File: config.mk
export PLATFORM = sky130hd
export DESIGN_NAME = agc_gain_scaler
export DESIGN_NICKNAME = d
export VERILOG_FILES = /design/src/rtl/agc_gain_scaler.sv
export SDC_FILE = /design/constraint.sdc
export NUM_CORES = 2
export LEC_CHECK = 0
export ABC_AREA = 1
export CAP_MARGIN = 20
export CORE_MARGIN = 4
export CORE_UTILIZATION = 35
export CTS_CLUSTER_DIAMETER = 200
export CTS_CLUSTER_SIZE = 28
export DETAILED_ROUTE_END_ITERATION = 6
export PLACE_DENSITY = 0.63
export SLEW_MARGIN = 40
export SYNTH_ARGS = -nofsm -noshare
export SYNTH_HDL_FRONTEND = slang
export SYNTH_SLANG_ARGS = --single-unit
export TNS_END_PERCENT = 1
File: constraint.sdc
create_clock -name clk -period 13.7 [get_ports clk]
set_input_delay 1.37 -clock clk [delete_from_list [all_inputs] [get_ports clk]]
set_output_delay 1.37 -clock clk [all_outputs]
set_load 0.1 [all_outputs]
File: src/rtl/agc_gain_scaler.sv
// Purpose : per-channel fractional gain, signed power-of-two shift, round-half-up and symmetric
//           saturation, with an optional once-per-window peak-driven AGC loop.
// Latency : 3 cycles from s_valid&&s_ready to m_valid; 1 beat/cycle. Backpressure: m_ready low
//           with a valid output freezes all three stages and drops s_ready in the same cycle.
// Ports   : s_* input stream, m_* output stream, agc_enable/manual_gain/shift_ctrl/target_level/
//           hysteresis control, sat_clear clears sat_count, gain_cur is the gain applied at S1.
module agc_gain_scaler #(
    parameter int DATA_WIDTH = 16,
    parameter int NUM_CH     = 2,
    parameter int GAIN_WIDTH = 12,
    parameter int GAIN_FRAC  = 8,
    parameter int WIN_LOG2   = 10,
    parameter int AGC_STEP   = 4
) (
    input  logic                         clk,
    input  logic                         rst_n,
    input  logic [NUM_CH*DATA_WIDTH-1:0] s_data,
    input  logic                         s_valid,
    output logic                         s_ready,
    output logic [NUM_CH*DATA_WIDTH-1:0] m_data,
    output logic                         m_valid,
    input  logic                         m_ready,
    input  logic                         agc_enable,
    input  logic [GAIN_WIDTH-1:0]        manual_gain,
    input  logic [3:0]                   shift_ctrl,
    input  logic [DATA_WIDTH-2:0]        target_level,
    input  logic [DATA_WIDTH-2:0]        hysteresis,
    input  logic                         sat_clear,
    output logic [GAIN_WIDTH-1:0]        gain_cur,
    output logic [15:0]                  sat_count
);

    localparam int PW = DATA_WIDTH + GAIN_WIDTH + 1;   // product width
    localparam int WW = PW + 8;                        // room for a left shift of up to 8
    localparam int NW = 7;                             // signed net-shift width

    localparam logic [GAIN_WIDTH-1:0] UNITY   = GAIN_WIDTH'(1) << GAIN_FRAC;
    localparam logic [GAIN_WIDTH:0]   GMAX    = {1'b0, {GAIN_WIDTH{1'b1}}};
    localparam logic [DATA_WIDTH-2:0] MAG_MAX = {(DATA_WIDTH-1){1'b1}};
    localparam logic signed [WW-1:0]  SMAX    = {{(WW-DATA_WIDTH+1){1'b0}}, {(DATA_WIDTH-1){1'b1}}};
    localparam logic signed [WW-1:0]  SMIN    = -SMAX;

    typedef enum logic [1:0] {ST_MANUAL, ST_MEASURE, ST_ADJUST} agc_st_e;

    // ---------------- pipeline state ----------------
    logic                         v1_q, v2_q, v3_q;
    logic [NUM_CH*DATA_WIDTH-1:0] d1_q, d3_q;
    logic [GAIN_WIDTH-1:0]        g1_q;
    logic [3:0]                   sh1_q, sh2_q;
    logic [NUM_CH*PW-1:0]         p2_q, p2_d;
    logic [NUM_CH*DATA_WIDTH-1:0] out_d;
    logic                         sat3_q, sat_d;
    logic                         en, out_acc;

    // ---------------- AGC / status state ----------------
    agc_st_e                      st_q, st_d;
    logic [GAIN_WIDTH-1:0]        gain_q, gain_d, gain_adj;
    logic [DATA_WIDTH-2:0]        peak_q, peak_d, beat_peak;
    logic [WIN_LOG2-1:0]          cnt_q, cnt_d;
    logic                         ssn_q, ssn_d;
    logic [15:0]                  satc_q, satc_d;

    assign en       = !v3_q || m_ready;
    assign s_ready  = en;
    assign m_valid  = v3_q;
    assign m_data   = d3_q;
    assign out_acc  = v3_q && m_ready;
    assign gain_cur = gain_q;
    assign sat_count = satc_q;

    // S2 product: sample times zero-extended gain, both sign-extended to PW first
    logic signed [PW-1:0] pa, pb;
    always_comb begin
        p2_d = '0;
        pa   = '0;
        pb   = '0;
        for (int k = 0; k < NUM_CH; k++) begin
            pa = PW'($signed(d1_q[k*DATA_WIDTH +: DATA_WIDTH]));
            pb = PW'($signed({1'b0, g1_q}));
            p2_d[k*PW +: PW] = pa * pb;
        end
    end

    // S3 scaling: net = GAIN_FRAC - shift; right shifts round half up, left shifts are exact
    logic signed [NW-1:0] net;
    logic [NW-1:0]        rsh, lsh;
    logic signed [WW-1:0] ext, half, rnd;
    always_comb begin
        net   = NW'(GAIN_FRAC) - NW'($signed(sh2_q));
        rsh   = '0;
        lsh   = '0;
        if (net > 0) rsh = net;
        else         lsh = -net;
        out_d = '0;
        sat_d = 1'b0;
        ext   = '0;
        half  = '0;
        rnd   = '0;
        for (int k = 0; k < NUM_CH; k++) begin
            ext  = WW'($signed(p2_q[k*PW +: PW]));
            half = '0;
            if (net > 0) begin
                half = WW'(1) << (rsh - NW'(1));
                rnd  = (ext + half) >>> rsh;
            end else begin
                rnd  = ext <<< lsh;
            end
            // symmetric clamp: the most negative code is never produced
            if (rnd > SMAX) begin
                rnd   = SMAX;
                sat_d = 1'b1;
            end else if (rnd < SMIN) begin
                rnd   = SMIN;
                sat_d = 1'b1;
            end
            out_d[k*DATA_WIDTH +: DATA_WIDTH] = rnd[DATA_WIDTH-1:0];
        end
    end

    always_ff @(posedge clk or negedge rst_n) begin
        if (!rst_n) begin
            v1_q   <= 1'b0;
            v2_q   <= 1'b0;
            v3_q   <= 1'b0;
            d1_q   <= '0;
            g1_q   <= '0;
            sh1_q  <= '0;
            p2_q   <= '0;
            sh2_q  <= '0;
            d3_q   <= '0;
            sat3_q <= 1'b0;
        end else if (en) begin
            v1_q <= s_valid;
            if (s_valid) begin
                d1_q  <= s_data;
                g1_q  <= gain_q;
                sh1_q <= shift_ctrl;
            end
            v2_q  <= v1_q;
            p2_q  <= p2_d;
            sh2_q <= sh1_q;
            v3_q  <= v2_q;
            if (v2_q) begin
                d3_q   <= out_d;
                sat3_q <= sat_d;
            end
        end
    end

    // Largest |channel| of the beat on the output; magnitude always fits DATA_WIDTH-1 bits
    logic signed [DATA_WIDTH-1:0] sv;
    logic [DATA_WIDTH-2:0]        mag;
    always_comb begin
        beat_peak = '0;
        sv        = '0;
        mag       = '0;
        for (int k = 0; k < NUM_CH; k++) begin
            sv  = $signed(d3_q[k*DATA_WIDTH +: DATA_WIDTH]);
            mag = sv[DATA_WIDTH-1] ? (DATA_WIDTH-1)'(-sv) : sv[DATA_WIDTH-2:0];
            if (mag > beat_peak) beat_peak = mag;
        end
    end

    // Saturated-beat counter; a clear coinciding with a saturated accept leaves 1
    always_comb begin
        satc_d = satc_q;
        if (sat_clear) satc_d = (out_acc && sat3_q) ? 16'd1 : 16'd0;
        else if (out_acc && sat3_q && satc_q != 16'hFFFF) satc_d = satc_q + 16'd1;
    end

    // Gain update computed from the finished window
    logic [GAIN_WIDTH:0]   g_ext, step, fast, new_g;
    logic [DATA_WIDTH-1:0] thr_sum;
    logic [DATA_WIDTH-2:0] lo, hi;
    always_comb begin
        g_ext   = {1'b0, gain_q};
        step    = {1'b0, gain_q >> AGC_STEP};
        fast    = {1'b0, gain_q >> 2};
        if (step == '0) step = 1;
        if (fast == '0) fast = 1;
        thr_sum = {1'b0, target_level} + {1'b0, hysteresis};
        hi      = (thr_sum > {1'b0, MAG_MAX}) ? MAG_MAX : thr_sum[DATA_WIDTH-2:0];
        lo      = (target_level > hysteresis) ? target_level - hysteresis : '0;
        if (ssn_q)           new_g = (g_ext > fast) ? g_ext - fast : '0;
        else if (peak_q > hi) new_g = (g_ext > step) ? g_ext - step : '0;
        else if (peak_q < lo) new_g = g_ext + step;
        else                  new_g = g_ext;
        if (new_g == '0)  new_g = 1;
        if (new_g > GMAX) new_g = GMAX;
        gain_adj = new_g[GAIN_WIDTH-1:0];
    end

    always_comb begin
        st_d   = st_q;
        gain_d = gain_q;
        peak_d = peak_q;
        cnt_d  = cnt_q;
        ssn_d  = ssn_q;
        if (!agc_enable) begin
            // leaving AGC discards the partial window
            st_d   = ST_MANUAL;
            gain_d = manual_gain;
            peak_d = '0;
            cnt_d  = '0;
            ssn_d  = 1'b0;
        end else begin
            case (st_q)
                ST_MANUAL: begin
                    st_d   = ST_MEASURE;
                    peak_d = '0;
                    cnt_d  = '0;
                    ssn_d  = 1'b0;
                end
                ST_MEASURE: begin
                    if (out_acc) begin
                        peak_d = (beat_peak > peak_q) ? beat_peak : peak_q;
                        ssn_d  = ssn_q | sat3_q;
                        cnt_d  = cnt_q + 1'b1;
                        if (cnt_q == '1) st_d = ST_ADJUST;
                    end
                end
                ST_ADJUST: begin
                    gain_d = gain_adj;
                    st_d   = ST_MEASURE;
                    peak_d = '0;
                    cnt_d  = '0;
                    ssn_d  = 1'b0;
                end
                default: st_d = ST_MANUAL;
            endcase
        end
    end

    always_ff @(posedge clk or negedge rst_n) begin
        if (!rst_n) begin
            st_q   <= ST_MANUAL;
            gain_q <= UNITY;
            peak_q <= '0;
            cnt_q  <= '0;
            ssn_q  <= 1'b0;
            satc_q <= '0;
        end else begin
            st_q   <= st_d;
            gain_q <= gain_d;
            peak_q <= peak_d;
            cnt_q  <= cnt_d;
            ssn_q  <= ssn_d;
            satc_q <= satc_d;
        end
    end

endmodule

# Yosys cells after proc, flatten, opt, wreduce, memory -nomap -nowiden
# Cells that the tools add are included.
# totals
output_inout_bits,62
in_bits,84
elab_cells,124
ff_bits,202
# classes
bitwise_logic,1
magnitude_cmp,15
mul,2
n_addsub,14
shifts,5
n_mux,46
eq_ne,9
reduce_logical,16
# op_table
operator,n
$mux W15,9
$mux W16,6
$mux W13,6
$add A29 B37 Y37,2
$gt A37 B16 Y1 const B,2
$lt A37 B16 Y1 const B,2
$mux W37,2
$sshl A29 B7 Y37,2
$sshr A37 B7 Y37,2
$gt A15 B15 Y1,4
$mul A16 B13 Y29,2
$shl A1 B7 Y37 const A,1
$mux W12,3
$mux W10,3
$neg A15 Y15,2
$pmux W15 S2,1
$gt A12 B13 Y1,2
$sub A12 B13 Y13,2
$logic_not A12 Y1,2
$pmux W10 S2,1
$add A15 B15 Y16,1
$add A16 B1 Y16 const B,1
$gt A16 B15 Y1 const B,1
$ne A16 B16 Y1 const B,1
other kinds (32),48

# Logic depth before layout (Yosys ltp)
# depth
ltp_word,13
depth_mapped,51
ltp_nobuf,50

# Worst setup path after synthesis
# Ideal clock, no wire load.
# synth_timing
kind,in2reg
start,in hysteresis[2]
end,"reg gain_q[4], in the netlist gain_cur[4]"
setup_ns,0.084
stages,45
arrival_time_ns,6.470
path_slack_ns,7.146
required_ns,13.616
path_buffers,2
cell_sequence,inv_1 > ha_1 > clkbuf_1 > inv_1 > nand3_1 > and2_1 > inv_1 > a21oi_1 > o21bai_1 > a21oi_1 > o21bai_1 > a21oi_1 > o21ai_0 > a21oi_1 > o21bai_1 > a21oi_1 > o21bai_1 > nand2_1 > [9 not listed] > nor2_1 > o21ai_0 > a21oi_1 > o21a_1 > o21a_1 > o21ai_0 > nand2_1 > nand2_1 > nand3_1 > nor2_1 > nand3_1 > o21ai_0 > a21oi_1 > nand2_1 > inv_1 > a21oi_1 > o21ai_0 > o21ai_0
# synth_via
elab_chain_cells,12
elab_cells_between_ends,17
cone_classes,2 x add/sub; 5 x order compare; 9 x mux; 1 x reduce/logical
# synth_lines
element,line,text
start: declaration,27,"input logic [DATA_WIDTH-2:0] hysteresis,"
"$add A15 B15 Y16, or another cell as far along",181,"thr_sum = {1'b0, target_level} + {1'b0, hysteresis};"
$gt A16 B15 Y1 or $mux W15 (tied branches),"182, 183",
$mux W15 or $lt A15 B15 Y1 (tied branches),"182, 186",
$gt A15 B15 Y1 or $mux W13 (tied branches),"185, 186",
$mux W13 *,185,else if (peak_q > hi) new_g = (g_ext > step) ? g_ext - step : '0;
$mux W13 *,184,if (ssn_q) new_g = (g_ext > fast) ? g_ext - fast : '0;
$logic_not A13 Y1,188,if (new_g == '0) new_g = 1;
$mux W13 *,188,
$gt A13 B12 Y1,189,if (new_g > GMAX) new_g = GMAX;
$mux W12 *,189,
$mux W12 *,207,case (st_q)
$mux W12 *,199,if (!agc_enable) begin
end signal: assignment,244,gain_q <= gain_d;
end: declaration,57,"logic [GAIN_WIDTH-1:0] gain_q, gain_d, gain_adj;"
# Mark *: on every way between the ends. The rest lies on a longest branch, timed or not. The select of a mux whose other input is x is not followed.
# A chain may end at the register's enable or synchronous reset.

# Worst setup path after layout
# layout_timing
start,reg sh2_q[0]
end,"reg d3_q[0], in the netlist m_data[0]"
# layout_via
elab_chain_cells,11
elab_cells_between_ends,15
cone_classes,4 x add/sub; 3 x order compare; 3 x shift; 5 x mux
# layout_lines
element,line,text
start: declaration,49,"logic [3:0] sh1_q, sh2_q;"
start signal: assignment,141,sh2_q <= sh1_q;
$sub A5 B4 Y6 *,89,net = NW'(GAIN_FRAC) - NW'($signed(sh2_q));
$gt A6 B1 Y1,"92, 102",
$mux W7,92,if (net > 0) rsh = net;
$sub A7 B1 Y7,103,half = WW'(1) << (rsh - NW'(1));
$shl A1 B7 Y37,103,
$add A29 B37 Y37,104,rnd = (ext + half) >>> rsh;
$sshr A37 B7 Y37,104,
$mux W37 *,102,if (net > 0) begin
$lt A37 B16 Y1,112,end else if (rnd < SMIN) begin
$mux W16,112,
$mux W16 *,109,if (rnd > SMAX) begin
end signal: assignment,144,d3_q <= out_d;
end: declaration,47,"logic [NUM_CH*DATA_WIDTH-1:0] d1_q, d3_q;"
# Mark *: on every way between the ends. The rest lies on a longest branch, timed or not.

==> summary.txt <==
Run status
  • Status: finished, final reports clean

Routing
  • DR vias/cell: 5.208
  • DRT iter0 DRCs: 4,459
  • Routed wire length: 150,000 um
  • DRT Pass-1 Iters: 6
  • Remaining DRCs: 0
  • Via count: 42.36k
  • ANT nets after route: 0
  • Wire per inst: 18.44 um

Setup path
  • Startpoint Class: flop
  • Worst Path Max Fanout: 38
  • CP Capture Type: flop
  • CP most frequent cell: nand3_1
  • CP max stage cell: clkinv_2
  • WP data arrival: 9.19 ns
  • CP max stage delay: 0.74 ns
  • Crit path kind: reg -> reg
  • WP data required: 14.15 ns

Placement
  • Port Buf Inserts: 145
  • Place WS: 4.926 ns
  • Placed inst area: 44,400 um^2
  • Final HPWL DP: 122,900 um
  • Gpl congestion: 0.9927

STA
  • Final Critical Period: 8.735 ns
  • Period utilization: 63.76%
  • Endpoints failing setup: 0
  • Slew margin rel.: 36.21%
  • Setup TNS: 0 ns
  • F_max: 114.5 MHz
  • Count of final max-slew check failures: 0
  • RSZ-0062 raised after global routing: no
  • Slew @ Worst Pin: 0.9533 ns
  • Final Hold Vio Count: 0
  • Clock Skews: 0.02634 ns
  • Setup slack after layout: 4.965 ns

Floorplanning
  • I/O pin total: 146
  • Die Span Y: 354.1 um
  • Starting Density: 35.37%
  • Core area: 118,600 um^2
  • Die width: 354.1 um
  • Row count: 126
  • Die area: 125,400 um^2

Layout
  • Synth-to-Final Area Change: 6.713%
  • Layout net count: 7,291
  • Layout cells sized above 1: 5.494%
  • Register area: 5059 um^2
  • Finished Cell Area: 44,750 um^2
  • Fillers: 13.13k
  • Post-layout util: 37.75%
  • Footprint of the multi-input gates: 31,400 um^2
  • Ant. Diodes: 0

Yosys
  • Post-synthesis sequential area ratio: 12.06%
  • Mapped Area: 41,930 um^2
  • Synth async-reset ratio: 100.0%
  • Post-synth EDFFs: 0
  • Synth Warn #: 0
  • Syn_area_per_cell: 6.357 um^2
  • Main synth FF type: dfrtp_1
  • Synth top area share: 17.23%
  • Post-Syn Instances: 6,596
  • Synth top area cells: fa_1 (17%), nand2_1 (16%), dfrtp_1 (12%)
  • Post-synth top area cell: fa_1
  • Synth unique cells: 73
  • Synth Register Bits: 202

Min path
  • Hold Crit Class: reg -> reg

Clock tree
  • Post-CTS Resized: 0
  • Cts bufs inserted: 11
  • TritonCTS clock tree: built
  • Post-CTS setup repair buffer count: 0
  • Clock Path Buffers: 3
  • Clock Latency Late Sink: 0.54 ns
  • Max H-tree Level: 1
  • Hold-fix buffers, CTS: 0
  • Root Buffer: clkbuf_16
  • Clk sink count: 202
  • Clock Pin Slew Worst Setup and Hold Paths: 0.13 ns

GRT
  • Vias in the first global route: 40.65k
  • Global-route usage over all layers: 23.43%
  • Remaining global-route overflow: 0
  • Initial antenna violation count: 2
  • First-pass GRT wire length: 236,400 um
  • Largest net degree at the start of global routing: 91

Job
  • MaxCap Viol Count: 0
[layout by cell type, fill, tap and decap left out, types with 82 or more instances in the layout]
cell type        Yosys  layout
nand2_1           1829    1826
ha_1               315     315
fa_1               361     361
nand3_1            640     638
o21ai_0            437     436
inv_1             1161    1160
clkdlybuf4s50_1      0      82
nor2_1             399     387
a21oi_1            335     335
dfrtp_1            201     199
[path summary, 6_finish.rpt]
check                       endpoint  slack, ns     start  cells past startpoint
max in group asynchronous    g1_q[3]      11.06     rst_n                      4
hold / removal               st_q[0]       0.48   st_q[0]                      1
hold reg to reg              st_q[0]       0.48   st_q[0]                      1
min in group asynchronous  peak_q[0]       0.68     rst_n                      1
setup reg to reg           m_data[0]       4.96  sh2_q[0]                     41
setup / recovery           m_data[0]       4.96  sh2_q[0]                     41
[registers in the layout, indices dropped and copies added (netlist names)]
name,count
ssn_q,1
p2_q,58
sh1_q,4
v1_q,1
sh2_q,4
m_data,32
peak_q,15
cnt_q,10
g1_q,12
st_q,2
gain_cur,12
d1_q,32
m_valid,1
sat_count,16
v2_q,1
sat3_q,1
[cell usage after synthesis (20+ instances only)]
| cell | instances |
|---|---|
| nand4_1 | 42 |
| a21oi_2 | 20 |
| a21oi_1 | 335 |
| clkbuf_1 | 189 |
| o211ai_1 | 21 |
| dfrtp_1 | 201 |
| ha_1 | 315 |
| mux2_2 | 36 |
| xor2_1 | 76 |
| buf_1 | 58 |
| xnor2_1 | 35 |
| o21ai_0 | 437 |
| nor3_1 | 49 |
| nand2_2 | 54 |
| nand2_1 | 1829 |
| inv_1 | 1161 |
| inv_2 | 30 |
| nand3_1 | 640 |
| a31oi_1 | 36 |
| nor2_1 | 399 |
| fa_1 | 361 |
[worst max-delay path, delay by kind of cell (launching register included)]
| family | cells | cell delay [ns] |
|---|---|---|
| AO/OA/AOI/OAI | 1 | 0.54 |
| adder cells (fa/ha/maj) | 3 | 0.78 |
| buffers and inverters | 8 | 1.69 |
| flip-flops | 1 | 0.48 |
| AND/OR/NAND/NOR | 29 | 5.12 |
[through the flow]
step / cells / hold slack [ns]
after floorplan: 6603 / 0.4317
after global placement: 8117 / 0.4579
after detailed placement: 8117 / 0.4642
after CTS: 8133 / 0.4811
after global routing: 8134 / 0.4997
final: 8134 / 0.4780
[area by class of cell]
type,count,share of cell area [%]
sequential,202,11.30
multi-input combinational,4932,70.16
clock buffer,14,0.6403
clock inverter,2,0.05592
inverter,1201,10.10
tap,1600,4.474
timing repair buffer,183,3.269
[layer usage]
metal / track usage (%) / routed length (um) / up-vias
met1: 33.99 / 68590 / 20010
met4: 6.114 / 4412 / 4
li1: - / - / 20630
met2: 36.90 / 66050 / 1501
met5: 0 / 31 / -
met3: 2.800 / 10890 / 217
[cell families after synthesis]
family,Yosys count,synth area share (%)
buf+inv,1469,13.35
flops,202,12.06
fa+ha+maj,676,26.63
simple gates,3125,31.82
other cells,1,0.008943
xor+xnor,111,2.318
compound gates,974,12.80
mux,38,1.014
Power is not shown: default switching activity piles up to over one toggle a cycle in this logic, so the estimate is an artifact.
